--- src/rtl/timebase_sampler_pkg.sv ---
// timebase_pkg: shared definitions for the timebase sampler slice.
//   BASE_W / BASE_MAX : width and largest value of the timebase index.
//   tb_state_t        : sampler state (idle / capturing a frame).
//   tb_period()       : sample period in clk50 cycles for a given index.
package timebase_pkg;

  localparam int BASE_W   = 3;
  localparam int BASE_MAX = 7;

  typedef enum logic {
    TB_IDLE,
    TB_CAPTURE
  } tb_state_t;

  // Each step up in the timebase index doubles the sample period.
  function automatic int unsigned tb_period(input logic [BASE_W-1:0] base,
                                            input int unsigned       div_base);
    return div_base << base;
  endfunction

endpackage

--- src/rtl/timebase_sampler_if.sv ---
// timebase_sampler_if: bundles the selector-side inputs and the capture-side
// outputs of the timebase sampler.
//   base, base_chg, arm              : from the timebase selector / control
//   sample_en, wr_en, wr_addr        : ADC strobe and capture-RAM write port
//   cur_base, busy, frame_done       : status
// Modports: master drives the requests and observes status; slave is the
// sampler itself.
interface timebase_sampler_if #(
  parameter int ADDR_W = 9
);
  import timebase_pkg::*;

  logic [BASE_W-1:0] base;
  logic              base_chg;
  logic              arm;
  logic              sample_en;
  logic              wr_en;
  logic [ADDR_W-1:0] wr_addr;
  logic [BASE_W-1:0] cur_base;
  logic              busy;
  logic              frame_done;

  modport master (
    output base, base_chg, arm,
    input  sample_en, wr_en, wr_addr, cur_base, busy, frame_done
  );

  modport slave (
    input  base, base_chg, arm,
    output sample_en, wr_en, wr_addr, cur_base, busy, frame_done
  );

endinterface

--- src/rtl/timebase_sampler_divider.sv ---
// tb_divider: free-running sample-period divider.
//   clk50  : system clock
//   rst    : synchronous active-high reset
//   clear  : forces the count back to 0 on the next edge
//   period : current sample period P (1 .. 2^DIV_W)
//   tick   : high while the count sits at P-1 (last cycle of a period)
// The counter wraps to 0 by itself after a tick.
module tb_divider #(
  parameter int DIV_W = 7
) (
  input  logic           clk50,
  input  logic           rst,
  input  logic           clear,
  input  logic [DIV_W:0] period,
  output logic           tick
);

  logic [DIV_W-1:0] div_q;
  logic [DIV_W-1:0] div_d;

  // The period needs one more bit than the count, so compare at period width.
  assign tick = ({1'b0, div_q} == (period - (DIV_W+1)'(1)));

  always_comb begin
    div_d = div_q;
    if (clear || tick) begin
      div_d = '0;
    end else begin
      div_d = div_q + DIV_W'(1);
    end
  end

  always_ff @(posedge clk50) begin
    if (rst) begin
      div_q <= '0;
    end else begin
      div_q <= div_d;
    end
  end

endmodule

--- src/rtl/timebase_sampler.sv ---
// timebase_sampler: generates the ADC sample strobe and capture-RAM write
// stream for one acquisition frame of 2^ADDR_W samples, one sample every
// DIV_BASE << cur_base cycles of clk50.
//   clk50 : system clock        rst : synchronous active-high reset
//   bus   : timebase_sampler_if.slave (base/base_chg/arm in,
//           sample_en/wr_en/wr_addr/cur_base/busy/frame_done out)
// Optional feature: define TIMEBASE_AUTO_REARM_EN to start the next frame
// immediately after each completed frame instead of returning to idle.
module timebase_sampler
  import timebase_pkg::*;
#(
  parameter int          ADDR_W   = 9,
  parameter int unsigned DIV_BASE = 1
) (
  input  logic               clk50,
  input  logic               rst,
  timebase_sampler_if.slave  bus
);

  // Count must reach DIV_BASE*128 - 1 (the period at the slowest timebase).
  localparam int DIV_W = $clog2(DIV_BASE * 128);

  tb_state_t         state_q,    state_d;
  logic [BASE_W-1:0] cur_base_q, cur_base_d;
  logic [ADDR_W-1:0] wr_addr_q,  wr_addr_d;
  logic              frame_done_q, frame_done_d;

  logic [DIV_W:0]    period;
  logic              tick;
  logic              div_clear;
  logic              busy;
  logic              sample_en;

  assign period = (DIV_W+1)'(tb_period(cur_base_q, DIV_BASE));

  // Divider is held at 0 while idle, so an arm always starts from a fresh
  // period; a timebase change restarts the period as well.
  assign div_clear = (state_q == TB_IDLE) || bus.base_chg;

  tb_divider #(
    .DIV_W (DIV_W)
  ) u_divider (
    .clk50  (clk50),
    .rst    (rst),
    .clear  (div_clear),
    .period (period),
    .tick   (tick)
  );

  always_ff @(posedge clk50) begin
    if (rst) begin
      state_q      <= TB_IDLE;
      cur_base_q   <= '0;
      wr_addr_q    <= '0;
      frame_done_q <= 1'b0;
    end else begin
      state_q      <= state_d;
      cur_base_q   <= cur_base_d;
      wr_addr_q    <= wr_addr_d;
      frame_done_q <= frame_done_d;
    end
  end

  always_comb begin
    state_d      = state_q;
    cur_base_d   = cur_base_q;
    wr_addr_d    = wr_addr_q;
    frame_done_d = 1'b0;
    case (state_q)
      TB_IDLE: begin
        if (bus.base_chg || bus.arm) begin
          cur_base_d = bus.base;
        end
        if (bus.arm) begin
          wr_addr_d = '0;
          state_d   = TB_CAPTURE;
        end
      end
      TB_CAPTURE: begin
        if (bus.base_chg) begin
          cur_base_d = bus.base;
          wr_addr_d  = '0;
        end else if (sample_en) begin
          if (wr_addr_q == '1) begin
            frame_done_d = 1'b1;
            wr_addr_d    = '0;
`ifdef TIMEBASE_AUTO_REARM_EN
            state_d      = TB_CAPTURE;
`else
            state_d      = TB_IDLE;
`endif
          end else begin
            wr_addr_d = wr_addr_q + ADDR_W'(1);
          end
        end
      end
      default: state_d = TB_IDLE;
    endcase
  end

  // A timebase change suppresses the strobe even when the period expires.
  always_comb begin
    busy      = (state_q == TB_CAPTURE);
    sample_en = busy && tick && !bus.base_chg;
  end

  assign bus.sample_en  = sample_en;
  assign bus.wr_en      = sample_en;
  assign bus.wr_addr    = wr_addr_q;
  assign bus.cur_base   = cur_base_q;
  assign bus.busy       = busy;
  assign bus.frame_done = frame_done_q;

endmodule

--- src/flat_wrapper.sv ---
// flat-port wrapper written by rule: the top's interface ports become plain ports
module timebase_sampler_flat import timebase_pkg::*;
#(
  parameter int          ADDR_W   = 9,
  parameter int unsigned DIV_BASE = 1
)
  (clk50, rst, bus_base, bus_base_chg, bus_arm, bus_sample_en, bus_wr_en, bus_wr_addr, bus_cur_base, bus_busy, bus_frame_done);
  timebase_sampler_if #(.ADDR_W(ADDR_W)) bus_i ();
  input  logic clk50;
  input  logic rst;
  input wire logic [$bits(bus_i.base)-1:0] bus_base;
  input wire logic [$bits(bus_i.base_chg)-1:0] bus_base_chg;
  input wire logic [$bits(bus_i.arm)-1:0] bus_arm;
  output wire logic [$bits(bus_i.sample_en)-1:0] bus_sample_en;
  output wire logic [$bits(bus_i.wr_en)-1:0] bus_wr_en;
  output wire logic [$bits(bus_i.wr_addr)-1:0] bus_wr_addr;
  output wire logic [$bits(bus_i.cur_base)-1:0] bus_cur_base;
  output wire logic [$bits(bus_i.busy)-1:0] bus_busy;
  output wire logic [$bits(bus_i.frame_done)-1:0] bus_frame_done;
  assign bus_i.base = bus_base;
  assign bus_i.base_chg = bus_base_chg;
  assign bus_i.arm = bus_arm;
  assign bus_sample_en = bus_i.sample_en;
  assign bus_wr_en = bus_i.wr_en;
  assign bus_wr_addr = bus_i.wr_addr;
  assign bus_cur_base = bus_i.cur_base;
  assign bus_busy = bus_i.busy;
  assign bus_frame_done = bus_i.frame_done;
  timebase_sampler #(.ADDR_W(ADDR_W), .DIV_BASE(DIV_BASE)) u_core (.clk50(clk50), .rst(rst), .bus(bus_i));
endmodule
--- config.mk ---
export PLATFORM = sky130hd
export DESIGN_NAME = timebase_sampler_flat
export DESIGN_NICKNAME = d
export VERILOG_FILES = /design/src/rtl/timebase_sampler_pkg.sv /design/src/rtl/timebase_sampler_if.sv /design/src/rtl/timebase_sampler_divider.sv /design/src/rtl/timebase_sampler.sv /design/src/flat_wrapper.sv
export SDC_FILE = /design/constraint.sdc
export NUM_CORES = 1
export LEC_CHECK = 0
export CORE_MARGIN = 10
export CORE_UTILIZATION = 48
export CTS_BUF_LIST = sky130_fd_sc_hd__clkbuf_2
export DETAILED_ROUTE_END_ITERATION = 8
export MAX_ROUTING_LAYER = met4
export PLACE_DENSITY = 0.84
export SYNTH_ARGS = -nofsm -noshare
export SYNTH_HDL_FRONTEND = slang
export SYNTH_SLANG_ARGS = --single-unit
export TNS_END_PERCENT = 1
--- constraint.sdc ---
create_clock -name clk50 -period 1.91 [get_ports clk50]
set_input_delay 0.2865 -clock clk50 [delete_from_list [all_inputs] [get_ports clk50]]
set_output_delay 0.2865 -clock clk50 [all_outputs]
set_load 0.02 [all_outputs]
Yosys cells after proc, flatten, opt, wreduce, memory -nomap -nowiden
Index checks and enable logic that the tools add are counted.
{"block": "word_totals", "ff_bits": 21, "input_bits": 7}
{"block": "op_classes", "n_reduce_logical": 10, "n_addsub": 3, "n_shift": 1, "bitwise": 2, "muxes": 14, "eq_ne": 6}
{"op": "$mux W9", "count": 4}
{"op": "$pmux W9 S2", "count": 1}
{"op": "$add A9 B1 Y9 const B", "count": 1}
{"op": "$eq A9 B9 Y1 const B", "count": 1}
{"op": "$eq A7 B8 Y1", "count": 1}
{"op": "$shl A1 B3 Y8 const A", "count": 1}
{"op": "$sub A8 B1 Y8 const B", "count": 1}
{"op": "$add A7 B1 Y7 const B", "count": 1}
{"op": "$mux W3", "count": 2}
{"op": "$ne A2 B2 Y1 const B", "count": 3}
{"op": "$pmux W3 S2", "count": 1}
{"op": "$mux W1", "count": 5}
{"op": "$reduce_and A2 Y1", "count": 2}
{"op": "$reduce_or A4 Y1", "count": 1}
{"op": "$logic_or A1 B1 Y1", "count": 3}
{"op": "$ne A3 B3 Y1 const B", "count": 1}
{"op": "$logic_and A1 B1 Y1", "count": 2}
{"op": "$not A1 Y1", "count": 2}
{"op": "$pmux W1 S2", "count": 1}
{"op": "$reduce_or A2 Y1", "count": 1}
{"op": "$logic_not A1 Y1", "count": 1}

Depth between registers and ports, before layout
{"block": "logic_depth", "word_depth": 8, "ltp_mapped": 10}

Modules after synthesis
A second synthesis with hierarchy kept.
{"block": "unflattened", "hier_cells": 139, "area_unflattened_um2": 1243.7}
{"module": "timebase_sampler", "instances": 1, "seq_area_each_um2": 280.3, "cells_per_inst": 85, "area_per_inst_um2": 737.0}
{"module": "tb_divider", "instances": 1, "seq_area_each_um2": 140.1, "cells_per_inst": 54, "area_per_inst_um2": 506.7}

Worst setup path after synthesis
OpenSTA, ideal clock, no wires.
{"block": "synth_path", "path_type": "reg2out", "start": "reg u_core.cur_base_q[1] (netlist: u_core.bus.cur_base[1])", "end": "out bus_wr_en", "t_required_ps": 1623, "path_slack_ps": -397, "arrival_ps": 2021, "path_stages_with_launch": 9, "path_buffers": 3, "cell_sequence": "dfxtp_1 -> buf_4 -> nor2_2 -> or4b_4 -> nand3_1 -> buf_6 -> nand2_1 -> nor2_1 -> buf_4"}
{"block": "synth_via", "elab_chain_cells": 5}
{"item": "start, declared", "line": "timebase_sampler.sv:24", "text": "logic [BASE_W-1:0] cur_base_q, cur_base_d;"}
{"item": "start signal, assigned", "line": "timebase_sampler.sv:58", "text": "cur_base_q <= cur_base_d;"}
{"item": "$shl A1 B3 Y8", "line": "timebase_sampler_pkg.sv:18", "text": "return div_base << base;"}
{"item": "$sub A8 B1 Y8", "line": "timebase_sampler_divider.sv:22", "text": "assign tick = ({1'b0, div_q} == (period - (DIV_W+1)'(1)));"}
{"item": "$eq A7 B8 Y1", "line": "timebase_sampler_divider.sv:22"}
{"item": "$logic_and A1 B1 Y1 (2 in series)", "line": "timebase_sampler.sv:104", "text": "sample_en = busy && tick && !bus.base_chg;"}
{"item": "end, declared", "line": "flat_wrapper.sv:15", "text": "output wire logic [$bits(bus_i.wr_en)-1:0] bus_wr_en;"}
No other way between the ends.

Worst setup path in the final report
Same ends and word-level chain as after synthesis.

==> impl_metrics.csv <==
group,metric,value,unit
route,drc,0,
die,die_w,71.4,µm
timing,relSlewSlack,0.728,
global_route,first_global_vias,1371,
clock_tree,numCtsBuffers,3,
timing,worst_slew_pin_slew,0.404,ns
place,port_buffers,22,
pwr,swShare,0.322,
route,ant_nets,0,
place,placed_area,0.00174,mm²
pwr,power.share.sequential,0.506,
timing,hold_viol_final,0,
global_route,antenna_found_initial,0,
layout,final_nets,206,
timing,drv_slew,0,
die,core,0.00250,mm²
global_route,overflow,0,
synth,syn_area,0.00127,mm²
route,via_per_inst,6.07,
worst_setup_path,crit_type,"reg -> out",
route,drt-met1-wl,1570,µm
clock_tree,clk_path_buf_depth,2,
layout,ff_latch_area,433,µm²
route,wl_met2,2010,µm
layout,drive_gt1_frac,0.405,
synth,yosysWarningCount,0,
status,violations,"setup timing",
pwr,combPwrFrac,0.278,
synth,ys_ff_latch,21,
timing,final-setup-viol-count,7,
die,initial_core_util,0.508,
synth,mappedNetlistNets,153,
route,top_layer,"met4",
worst_setup_path,arrival,1.76,ns
clock_tree,cts_tree,"done",
place,place_ws,-0.208,ns
route,wl,4000,µm
place,gp_congestion,0.874,
pwr,p_sw,0.000291,W
synth,synth_cell_types,45,
pwr,powerDensity,485,mW/mm²
route,wl_per_cell,17.8,µm
worst_setup_path,crit_fanout,7,
synth,syn_avg_cell_area,8.87,µm²
clock_tree,clk_pin_slew,0.22,ns
clock_tree,cts_sinks,21,
layout,num-fill-cells,157,
status,status,"complete, but fails checks",
worst_setup_path,worst_setup_path_end_kind,"output port",
clock_tree,htree_levels,1,
route,drt_iter0_markers,131,
timing,fin_setup_tns,-0.394,ns
global_route,grt_max_degree,13,
worst_hold_path,hold_class,"reg -> reg",
layout,area_growth_syn_to_layout,47.1,%
layout,final_area,0.00187,mm²
die,ios,23,
die,fp-row-count,18,
timing,setup_ws,-0.133,ns
clock_tree,clockRootBuffer,"clkbuf_2",
synth,yosysSeqAreaShare,0.331,
timing,fin_hold_ws,0.515,ns
pwr,power,0.000905,W
synth,async_reset_ff_frac,0,
timing,rsz0062_at_grt,"yes",
pwr,clkPwrFrac,0.217,
die,die-area,0.00510,mm²
pwr,p_leak,0.709,nW
synth,synthFlopType,"dfxtp_1",
timing,fmax,0.489,GHz
die,die_y,71.4,µm
timing,post-route-period-util,1.07,
pwr,ir_worst_vdd,0.395,mV
timing,skew,0.0208,ns
place,dpl.hpwl,2850,µm
route,vias,1366,
synth,synthCells,143,
layout,multi_input_area,872,µm²
route,firstDrtPassIters,4,
clock_tree,hold_buffers,0,
synth,synth-edff-count,0,
route,met3WireLength,346,µm
layout,diodes,0,
clock_tree,clkLatencyLatePin,0.35,ns
worst_setup_path,worstPathRequired,1.62,ns
timing,period_needed,2.04,ns
global_route,grt.total_usage,0.152,
worst_setup_path,cp-start-kind,"register",
pwr,p_int,0.000614,W
global_route,grt_pass1_wl,6350,µm
run,maxCapViolations,0,
final timing paths:
path	start	endpoint	slack (ns)	depth (start not counted)
max reg2reg	u_core.bus.cur_base[1]$_SDFFE_PP0P_	u_core.bus.wr_addr[6]$_SDFFE_PP0P_	-0.06	7
max	u_core.bus.cur_base[1]$_SDFFE_PP0P_	bus_wr_en	-0.13	6
min reg2reg	u_core.bus.wr_addr[1]$_SDFFE_PP0P_	u_core.bus.wr_addr[1]$_SDFFE_PP0P_	0.51	2
min	u_core.bus.wr_addr[1]$_SDFFE_PP0P_	u_core.bus.wr_addr[1]$_SDFFE_PP0P_	0.51	2
per-stage QoR:
step                       util  instances
after global placement    0.696        219
after detailed placement  0.696        219
after global routing      0.747        225
after floorplan               -        143
after CTS                 0.723        225
final                     0.747        225
flip-flops by register name (all words and copies together) (netlist names):
register,count
u_core.bus.busy,1
u_core.bus.cur_base,3
u_core.bus.frame_done,1
u_core.bus.wr_addr,9
u_core.u_divider.div_q,7
critical path, cell delays in order, from the launching register on:
cell and delay, ns:
dfxtp_4 0.42, nor4_2 0.29, a31o_2 0.17, o221a_2 0.22, nand2_4 0.06, nor2_4 0.10, buf_6 0.13
power groups by stage:
stage | Clock, W | Sequential [W] | Combinational [W]
CTS | 0.000199 | 0.000457 | 0.000235
global route | 0.000218 | 0.000460 | 0.000267
global placement | 0 | 0.000464 | 0.000215
finish | 0.000196 | 0.000458 | 0.000251
floorplan | 0 | 0.000471 | 0.000131
detailed placement | 0 | 0.000466 | 0.000223
final cells by class:
cell class | count | share of cell area
well taps | 30 | 0.0201
inverters | 7 | 0.0141
flip-flops and latches | 21 | 0.232
clock buffers | 3 | 0.00804
clock inverters | 1 | 0.00268
multi-input cells | 107 | 0.467
repair buffers | 56 | 0.256
cell families (layout without fill, tap and decap cells):
kind of cell | count (synthesis) | after routing | synth area share
and+or+nand+nor | 60 | 60 | 0.245
AOI/OAI and AO/OA | 34 | 34 | 0.256
DFF | 21 | 21 | 0.331
buffers and inverters | 15 | 67 | 0.0651
xor gates and xnor gates | 6 | 6 | 0.0414
muxes | 4 | 4 | 0.0316
adders and majority gates | 3 | 3 | 0.0296
per-layer routing:
| metal | vias to the layer above | GRT usage |
|---|---|---|
| li1 | 630 | - |
| met1 | 658 | 0.172 |
| met2 | 62 | 0.251 |
| met3 | 16 | 0.0427 |
| met4 | 0 | 0.0516 |
| met5 | - | - |
Yosys cell counts (all sizes together) (3+ instances only):
master  instances  share of area
ha              3          0.030
inv             7          0.021
and3            3          0.015
a31o            4          0.028
a41oi           4          0.028
clkbuf          3         0.0089
mux2i           4          0.032
nand2          12          0.036
dfxtp          21           0.33
buf             5          0.036
o41ai           3          0.038
nand2b          3          0.015
nand3           7          0.037
xnor2           5          0.035
nor2           22          0.067
a21oi           4          0.016
placed cells by master (no fill, tap or decap), types with 3 or more instances in the layout:
cell type	netlist	layout
a21oi_1	4	3
a31o_2	4	4
a41oi_1	4	3
and3_1	3	3
buf_4	3	34
clkbuf_2	0	3
clkdlybuf4s50_1	0	20
dfxtp_1	21	15
dfxtp_2	0	4
inv_1	7	7
mux2i_1	4	4
nand2_1	12	10
nand2b_1	3	3
nand3_1	6	5
nor2_1	21	17
nor2_2	1	4
o41ai_2	3	3
xnor2_1	5	5
timing repair:
action | in CTS | in global routing
setup buffers | 2 | 0
pin swaps | 1 | 2
endpoints found under the setup margin | 4 | 17
gates resized for setup | 19 | 11
Power figures use the tool's default switching activity.
